--- src/rtl/sbr_chain_builder.sv ---
// SBR chain builder: folds each finished SRR descriptor into its per-bank SBR entry,
// allocating a new entry on a CAM miss and read-modify-writing totals/tail (with an SRR link) on a hit.
module sbr_chain_builder #(
    parameter int SBR_ID_W = 4,
    parameter int SRR_ID_W = 6,
    parameter int REQ_W    = 8,
    parameter int BG_W     = 2,
    parameter int BANK_W   = 2
) (
    input  logic                   clk,
    input  logic                   rst_n,
    input  logic                   clear,
    input  logic                   in_valid,
    output logic                   in_ready,
    input  logic [SRR_ID_W-1:0]    in_srr_id,
    input  logic [BG_W-1:0]        in_bank_group,
    input  logic [BANK_W-1:0]      in_bank,
    input  logic [REQ_W-1:0]       in_req_count,
    input  logic                   in_last,
    output logic                   tbl_clear,
    output logic                   tbl_cam_en,
    output logic [BG_W+BANK_W-1:0] tbl_cam_tag,
    input  logic                   tbl_cam_hit,
    input  logic [SBR_ID_W-1:0]    tbl_cam_addr,
    output logic                   tbl_wr_en,
    output logic [BG_W+BANK_W-1:0] tbl_wr_tag,
    output logic [BG_W-1:0]        tbl_wr_bg,
    output logic [BANK_W-1:0]      tbl_wr_bank,
    output logic [SRR_ID_W-1:0]    tbl_wr_head,
    input  logic                   tbl_full,
    input  logic [SBR_ID_W-1:0]    tbl_wr_addr,
    output logic                   tbl_upd_en,
    output logic [SBR_ID_W-1:0]    tbl_upd_addr,
    output logic [REQ_W-1:0]       tbl_upd_total,
    output logic [SRR_ID_W-1:0]    tbl_upd_rows,
    output logic [SRR_ID_W-1:0]    tbl_upd_tail,
    output logic [SBR_ID_W-1:0]    tbl_rd_addr,
    input  logic [REQ_W-1:0]       tbl_rd_total,
    input  logic [SRR_ID_W-1:0]    tbl_rd_rows,
    input  logic [SRR_ID_W-1:0]    tbl_rd_tail,
    output logic                   link_en,
    output logic [SRR_ID_W-1:0]    link_from,
    output logic [SRR_ID_W-1:0]    link_to,
    output logic                   build_done,
    output logic                   busy,
    output logic [7:0]             drop_cnt,
    output logic                   err_overflow,
    output logic [2:0]             fsm_state
);

    localparam logic [2:0] S_IDLE   = 3'd0;
    localparam logic [2:0] S_LOOKUP = 3'd1;
    localparam logic [2:0] S_NEW    = 3'd2;
    localparam logic [2:0] S_READ   = 3'd3;
    localparam logic [2:0] S_UPDATE = 3'd4;

    logic [2:0]          state;
    logic [2:0]          state_next;
    logic [SRR_ID_W-1:0] srr_id;
    logic [BG_W-1:0]     bg;
    logic [BANK_W-1:0]   bank;
    logic [REQ_W-1:0]    req_count;
    logic                last;
    logic [SBR_ID_W-1:0] hit_addr;
    logic                accept;
    logic                drop;
    logic                item_done;
    logic [REQ_W:0]      total_sum;
    logic [SRR_ID_W:0]   rows_sum;
    logic [REQ_W-1:0]    total_sat;
    logic [SRR_ID_W-1:0] rows_sat;

    // Handshake: a descriptor transfers on a rising edge where in_valid && in_ready;
    // in_ready is high only in IDLE without clear, so at most one item is in flight.
    assign in_ready  = (state == S_IDLE) && !clear;
    assign accept    = in_valid && in_ready;
    assign drop      = (state == S_LOOKUP) && !tbl_cam_hit && tbl_full && !clear;
    assign item_done = !clear && ((state == S_NEW) || (state == S_UPDATE) || drop);
    assign busy      = (state != S_IDLE);
    assign fsm_state = state;
    assign tbl_clear = clear;

    assign total_sum = {1'b0, tbl_rd_total} + {1'b0, req_count};
    assign rows_sum  = {1'b0, tbl_rd_rows} + {{SRR_ID_W{1'b0}}, 1'b1};
    assign total_sat = total_sum[REQ_W]    ? {REQ_W{1'b1}}    : total_sum[REQ_W-1:0];
    assign rows_sat  = rows_sum[SRR_ID_W]  ? {SRR_ID_W{1'b1}} : rows_sum[SRR_ID_W-1:0];

    always_comb begin
        state_next = state;
        case (state)
            S_IDLE:   if (accept) state_next = S_LOOKUP;
            S_LOOKUP: begin
                if (tbl_cam_hit)    state_next = S_READ;
                else if (!tbl_full) state_next = S_NEW;
                else                state_next = S_IDLE;
            end
            S_NEW:    state_next = S_IDLE;
            S_READ:   state_next = S_UPDATE;
            S_UPDATE: state_next = S_IDLE;
            default:  state_next = S_IDLE;
        endcase
        if (clear) state_next = S_IDLE;
    end

    always_ff @(posedge clk or negedge rst_n) begin
        if (!rst_n) begin
            state <= S_IDLE;
        end else begin
            state <= state_next;
        end
    end

    always_ff @(posedge clk or negedge rst_n) begin
        if (!rst_n) begin
            srr_id    <= '0;
            bg        <= '0;
            bank      <= '0;
            req_count <= '0;
            last      <= 1'b0;
        end else if (clear) begin
            last      <= 1'b0;
        end else if (accept) begin
            srr_id    <= in_srr_id;
            bg        <= in_bank_group;
            bank      <= in_bank;
            req_count <= in_req_count;
            last      <= in_last;
        end
    end

    always_ff @(posedge clk or negedge rst_n) begin
        if (!rst_n) begin
            hit_addr <= '0;
        end else if ((state == S_LOOKUP) && tbl_cam_hit && !clear) begin
            hit_addr <= tbl_cam_addr;
        end
    end

    // Drop accounting and the done pulse; clear wipes both and suppresses the pulse.
    always_ff @(posedge clk or negedge rst_n) begin
        if (!rst_n) begin
            drop_cnt     <= 8'd0;
            err_overflow <= 1'b0;
            build_done   <= 1'b0;
        end else if (clear) begin
            drop_cnt     <= 8'd0;
            err_overflow <= 1'b0;
            build_done   <= 1'b0;
        end else begin
            if (drop) begin
                err_overflow <= 1'b1;
                if (drop_cnt != 8'hFF) drop_cnt <= drop_cnt + 8'd1;
            end
            build_done <= item_done && last;
        end
    end

    assign tbl_cam_tag = {bg, bank};
    assign tbl_wr_tag  = {bg, bank};
    assign tbl_wr_bg   = bg;
    assign tbl_wr_bank = bank;
    assign tbl_wr_head = srr_id;
    assign tbl_rd_addr = (state == S_LOOKUP) ? tbl_cam_addr : hit_addr;

    always_comb begin
        tbl_cam_en    = 1'b0;
        tbl_wr_en     = 1'b0;
        tbl_upd_en    = 1'b0;
        tbl_upd_addr  = '0;
        tbl_upd_total = '0;
        tbl_upd_rows  = '0;
        tbl_upd_tail  = '0;
        link_en       = 1'b0;
        link_from     = '0;
        link_to       = '0;
        if (!clear) begin
            case (state)
                S_LOOKUP: begin
                    tbl_cam_en = 1'b1;
                    tbl_wr_en  = !tbl_cam_hit && !tbl_full;
                end
                S_NEW: begin
                    tbl_upd_en    = 1'b1;
                    tbl_upd_addr  = tbl_wr_addr;
                    tbl_upd_total = req_count;
                    tbl_upd_rows  = {{(SRR_ID_W-1){1'b0}}, 1'b1};
                    tbl_upd_tail  = srr_id;
                end
                S_UPDATE: begin
                    tbl_upd_en    = 1'b1;
                    tbl_upd_addr  = hit_addr;
                    tbl_upd_total = total_sat;
                    tbl_upd_rows  = rows_sat;
                    tbl_upd_tail  = srr_id;
                    link_en       = 1'b1;
                    link_from     = tbl_rd_tail;
                    link_to       = srr_id;
                end
                default: ;
            endcase
        end
    end

endmodule

--- config.mk ---
export PLATFORM = sky130hd
export DESIGN_NAME = sbr_chain_builder
export DESIGN_NICKNAME = d
export VERILOG_FILES = /design/src/rtl/sbr_chain_builder.sv
export SDC_FILE = /design/constraint.sdc
export NUM_CORES = 1
export LEC_CHECK = 0
export ABC_AREA = 1
export BUFFER_PORTS_ARGS = -buffer_cell sky130_fd_sc_hd__buf_2
export CAP_MARGIN = 20
export CORE_ASPECT_RATIO = 1.2
export CORE_MARGIN = 2
export CORE_UTILIZATION = 41
export DETAILED_ROUTE_END_ITERATION = 6
export PLACE_DENSITY = 0.75
export SYNTH_ARGS = -nofsm -noshare
export SYNTH_HDL_FRONTEND = slang
export SYNTH_SLANG_ARGS = --single-unit
--- constraint.sdc ---
create_clock -name clk -period 3.2 [get_ports clk]
set_clock_uncertainty 0.1 [all_clocks]
set_input_delay 0.96 -clock clk [delete_from_list [all_inputs] [get_ports clk]]
set_output_delay 0.96 -clock clk [all_outputs]
set_load 0.005 [all_outputs]
==> impl_metrics.json, run 1 <==
{
  "status": "finished, violations left",
  "failed_checks": "negative setup slack",
  "cp.required_ns": 2.14,
  "path_cells": "buf_6 -> ha_4 -> fa_2 -> nand2_2 -> nand2_4 -> nand2_4 -> nor2_4 -> nor2_4 -> o21ai_1 -> nand2_1 -> nand2_1 -> buf_2",
  "synth_commonest_cells": "nand2_1 (89), nor2_1 (44), inv_1 (40), dfrtp_1 (36), o21ai_0 (20)",
  "worst_hold_slack_ns": 0.415,
  "drc": 0,
  "dpl.hpwl_mm": 5.40,
  "cp_slowest_cell": "fa_2",
  "avgSynthCellArea_um2": 7.39,
  "cts_tree": "yes",
  "track_usage_pct": 21.1,
  "gp_congestion": 0.925,
  "final_hold_viol_count": 0,
  "htree_levels": 2,
  "finalCriticalPeriod_ns": 3.37,
  "maxSlewHeadroom_pct": 45.6,
  "end_kind": "output pin",
  "ys_ff_latch": 36,
  "worstPathMaxFanout": 6,
  "power_density_nw_per_um2": 466,
  "dr.first_iter.drc_count": 65,
  "synth_top_area_share_pct": 35.8,
  "initial_core_util_pct": 42.1,
  "cts_setup_buffers": 0,
  "drtPass1Iterations": 4,
  "numPortBuffers": 130,
  "synth_edf_count": 0,
  "grt_pass1_wl_mm": 11.4,
  "slowest_delay_ns": 0.35,
  "grt_max_degree": 37,
  "clock_path_buffers": 2,
  "hp-class": "flop to flop",
  "wirelength_mm": 6.90,
  "drt-wirelength-per-cell_um": 12.3,
  "startpoint_type": "input port",
  "grt.overflow.total": 0,
  "antenna_found_initial": 0,
  "rows": 31,
  "coreArea_um2": 5970,
  "clkTransAtPathRegs_ns": 0.07,
  "critPathKind": "input port to output pin",
  "root_buffer": "clkbuf_8",
  "min_period_over_period_pct": 105,
  "yosysSeqAreaShare_pct": 35.8,
  "pin_count": 131,
  "layout_setup_ws_ns": -0.172,
  "rsz0062_at_grt": "true",
  "synthCells": 340,
  "numCtsBuffers": 5,
  "netlist_area_um2": 2510,
  "finalSetupViolCount": 8,
  "via_count": 2701,
  "synthTopCellsByArea": "dfrtp_1 (36%), nand2_1 (13%), nor2_1 (6.6%)",
  "grt_pass1_vias": 2599,
  "cp.buffers_inverters": 2,
  "rrSetupSlack_ns": 1.42,
  "ys_types": 35,
  "arrival_ns": 2.31,
  "ant_nets": 0,
  "async_reset_ff_share_pct": 100,
  "cap_violations": 0,
  "maxSlewViolCount": 0,
  "syn-num-nets": 404,
  "instances_no_fill": 559,
  "ys_dominant_reg_cell": "dfrtp_1",
  "p_leak_nw": 2.01,
  "drive_gt1_share_pct": 39.0,
  "yosysMostFrequentCell": "nand2_1",
  "fp.dieArea_um2": 6780,
  "clock_latency_ns": 0.28,
  "nets": 540,
  "die_x_um": 75.5,
  "avgViaCountPerCell": 4.83,
  "fmax_mhz": 297,
  "num_antenna_cells": 0,
  "place_inst": 551,
  "peakVddDrop_mv": 0.262,
  "synth_area_leader_cell": "dfrtp_1",
  "clock_sinks": 36,
  "syn2layout_area_growth_pct": 37.1,
  "cp_top_family": "simple AND/OR/NAND/NOR gates",
  "worst_pin_slew_ns": 0.815,
  "fp.dieH_um": 89.8,
  "yosysWarnings": 0
}
power by group:
group          internal, mW  switching [mW]
Sequential            0.538          0.0714
Combinational         0.324           0.341
Clock                 0.176           0.154
Total                  1.04           0.567
cells in the final DEF, fill, tap and decap left out, types with 4 or more instances in the layout:
cell type	count
a21oi_1	15
a22o_1	4
buf_2	129
buf_4	12
clkbuf_8	6
dfrtp_1	36
ha_1	8
inv_1	40
mux2_2	7
mux2_4	5
nand2_1	85
nand3_1	16
nand3b_1	4
nand4_1	5
nor2_1	42
nor2_4	4
o21ai_0	19
xor2_1	4
worst paths after layout:
path	end	start	cells after the start
max	tbl_upd_total[2]	tbl_rd_total[0]	12
min	build_done	last	2
max reg2reg	drop_cnt[0]	drop_cnt[1]	6
min reg2reg	build_done	last	2
max in group asynchronous	last	rst_n	1
min in group asynchronous	drop_cnt[7]	rst_n	1
flip-flops by register name, summed over array words and instances (netlist names):
register	count
hit_addr	4
req_count	8
err_overflow	1
build_done	1
tbl_wr_bank	2
fsm_state	3
tbl_wr_head	6
last	1
drop_cnt	8
tbl_wr_bg	2
cell type report:
cell class / instances / area [um^2]
clock buffers: 8 / 90.1
fillers: 579 / 2530
inverters: 43 / 161
multi-input cells: 246 / 1420
flip-flops and latches: 36 / 901
well taps: 82 / 103
repair buffers: 144 / 769
through the flow:
| stage | cell area, um^2 | TNS (ns) | setup WS (ns) | util (%) | power [mW] |
|---|---|---|---|---|---|
| finish | 3450 | -1.28 | -0.172 | 57.7 | 1.60 |
| global route | 3450 | -1.96 | -0.259 | 57.7 | 1.73 |
| detailed placement | 3280 | -2.46 | -0.362 | 54.9 | 1.22 |
| floorplan | 2530 | -0.0138 | -0.0102 | - | 1.00 |
| global placement | 3280 | -2.11 | -0.311 | 54.9 | 1.20 |
| CTS | 3420 | -1.20 | -0.169 | 57.3 | 1.61 |
cell families (layout without fill, tap and decap cells):
| logic type | Yosys count | in the layout | synth area share [%] |
|---|---|---|---|
| buffers and inverters | 58 | 195 | 10.7 |
| AOI/OAI and AO/OA | 46 | 46 | 10.4 |
| xor gates and xnor gates | 5 | 5 | 1.74 |
| muxes | 12 | 12 | 6.12 |
| DFF | 36 | 36 | 35.8 |
| adders and majority gates | 11 | 11 | 5.77 |
| and+or+nand+nor | 172 | 172 | 29.5 |
what timing repair did:
item / CTS / global route
endpoints found under the setup margin: 8 / 9
hold buffers: 0 / 0
gates resized for setup: 13 / 4
pin swaps: 9 / 2
tightest hold or removal path, delay by kind of cell (launching register included):
kind | cells | cell delay (ns)
flops | 1 | 0.38
simple gates | 1 | 0.04
compound gates | 1 | 0.07
per-layer routing:
layer / global-route usage [%] / wire length (um) / up-vias
li1: - / - / 1353
met1: 25.7 / 2870 / 1256
met2: 36.5 / 3580 / 82
met5: 0 / 0 / -
met4: 6.14 / 101 / 0
met3: 4.26 / 353 / 10
(Power assumes the default switching activity.)
==> run 2: changes to the inputs <==
--- a/config.mk
+++ b/config.mk
@@ -13,6 +13,7 @@
 export CORE_UTILIZATION = 41
 export DETAILED_ROUTE_END_ITERATION = 6
 export PLACE_DENSITY = 0.75
+export RECOVER_POWER = 50
 export SYNTH_ARGS = -nofsm -noshare
 export SYNTH_HDL_FRONTEND = slang
 export SYNTH_SLANG_ARGS = --single-unit
==> run 2 against run 1 <==
  * The flow finishes with violations (max-capacitance violations, max-slew violations, negative setup slack)
  * Register-to-register slack lost 0.46 ns
  * Critical path depth is the same
  * Power shrank 0.31%
  * Sequential power is essentially flat
  * Critical path type unchanged
==> impl_metrics.json, run 2 (synthesis gave the netlist of run 1 again) <==
{
  "status": "finished, violations left",
  "failed_checks": "max-capacitance violations, max-slew violations, negative setup slack",
  "wl_met3_um": 343,
  "cts_tree": "yes",
  "cts_setup_buffers": 0,
  "numPortBuffers": 130,
  "maxSlewHeadroom_pct": -30.2,
  "rows": 31,
  "worstPathMaxFanout": 6,
  "dpl.hpwl_mm": 5.40,
  "startpoint_type": "input port",
  "multi_input_area_um2": 1400,
  "clock_sinks": 36,
  "drt-wirelength-per-cell_um": 12.4,
  "root_buffer": "clkbuf_8",
  "numCtsBuffers": 5,
  "num_antenna_cells": 0,
  "ant_nets": 0,
  "drtPass1Iterations": 4,
  "final_cell_mix": "buf_2 (119), nand2_1 (86), nor2_1 (44)",
  "grt_pass1_wl_mm": 11.4,
  "layout_setup_ws_ns": -0.172,
  "wl_met2_mm": 3.60,
  "power_mw": 1.60,
  "drive_gt1_share_pct": 36.1,
  "pin_count": 131,
  "coreArea_um2": 5970,
  "peakVddDrop_mv": 0.260,
  "avgViaCountPerCell": 4.85,
  "cts_hold_buf": 0,
  "grt.overflow.total": 0,
  "crit_end": "tbl_upd_total[2]",
  "finalCriticalPeriod_ns": 3.37,
  "grt_max_degree": 37,
  "wl_met1_mm": 2.88,
  "maxSlewViolCount": 37,
  "hp-class": "flop to flop",
  "regArea_um2": 901,
  "utilization_pct": 57.1,
  "wirelength_mm": 6.91,
  "drc": 0,
  "dr.first_iter.drc_count": 50,
  "end_kind": "output pin",
  "clkTransAtPathRegs_ns": 0.07,
  "via_count": 2712,
  "nets": 540,
  "syn2layout_area_growth_pct": 35.7,
  "fmax_mhz": 297,
  "p_leak_nw": 1.98,
  "fp.dieH_um": 89.8,
  "place_ws_ns": -0.362,
  "cp.required_ns": 2.14,
  "worst-r2r-cell-count": 5,
  "critPathKind": "input port to output pin",
  "final_hold_viol_count": 0,
  "grt_pass1_vias": 2599,
  "initial_core_util_pct": 42.1,
  "r2r_end": "tbl_wr_bank[1]",
  "worst_pin_slew_ns": 1.95,
  "arrival_ns": 2.31,
  "gp_congestion": 0.925,
  "cap_violations": 1,
  "final_common_cell": "buf_2",
  "clock_path_buffers": 2,
  "worstReg2RegStart": "fsm_state[0]",
  "rsz0062_at_grt": "true",
  "antenna_found_initial": 0,
  "clock_latency_ns": 0.28,
  "htree_levels": 2,
  "crit_start": "tbl_rd_total[0]",
  "fp.dieArea_um2": 6780,
  "track_usage_pct": 21.1,
  "place_inst": 551,
  "top_layer": "met4",
  "die_x_um": 75.5,
  "power_density_nw_per_um2": 469,
  "min_period_over_period_pct": 105,
  "finalSetupViolCount": 8,
  "rrSetupSlack_ns": 0.96,
  "instances_no_fill": 559,
  "nFillCells": 592
}
==> run 2: changes by cell type in the layout (fill, tap and decap cells not counted) <==
cell      change
a21oi_1       +1
nand2_4       -1
clkbuf_1     +10
nor2_4        -1
buf_2        -10
a21oi_2       -1
nor2_2        -1
nor2_1        +2
nand2_1       +1
==> run 2: final cells by class <==
type / count / share of cell area (%)
sequential: 36 / 26.4
tap: 82 / 3.01
multi-input combinational: 246 / 41.0
clock buffer: 8 / 2.64
inverter: 43 / 4.73
timing repair buffer: 144 / 22.2
==> run 2: worst min path at each step <==
stage / startpoint / to / slack, ns / cells after the start
final: last / build_done / 0.41 / 2
after global routing: last / build_done / 0.46 / 2
after CTS: err_overflow / err_overflow / 0.42 / 2
after detailed placement: err_overflow / err_overflow / 0.40 / 2
after global placement: err_overflow / err_overflow / 0.38 / 2
after floorplan: hit_addr[0] / hit_addr[0] / 0.38 / 2
==> run 2: through the flow <==
stage	instance area, um^2	TNS (ns)	hold WS, ns
2_1_floorplan	2530	-0.0138	0.376
3_3_place_gp	3280	-2.11	0.379
3_5_place_dp	3280	-2.46	0.400
4_1_cts	3420	-1.20	0.415
5_1_grt	3410	-1.96	0.461
6_report	3410	-1.28	0.413
==> run 2: per-layer routing <==
metal | up-vias | global-route usage [%]
li1 | 1352 | -
met3 | 8 | 4.26
met4 | 0 | 6.14
met1 | 1273 | 25.7
met5 | - | 0
met2 | 79 | 36.5
==> run 2: where the power goes <==
part	total, mW	switching, mW	internal (mW)
clock	0.333	0.157	0.176
sequential	0.609	0.0714	0.538
combinational	0.658	0.339	0.319
==> run 2: timing repair <==
item                       in CTS  in global routing
setup endpoints to repair       8                  9
gates resized for setup        13                  4
pin swaps                       9                  2
==> run 2: worst max-delay path, stage by stage <==
cell and delay, ns:
buf_6 0.10, ha_4 0.15, fa_2 0.35, nand2_2 0.11, nand2_4 0.06, nand2_4 0.08
nor2_4 0.04, nor2_4 0.14, o21ai_1 0.09, nand2_1 0.07, nand2_1 0.04, buf_2 0.11
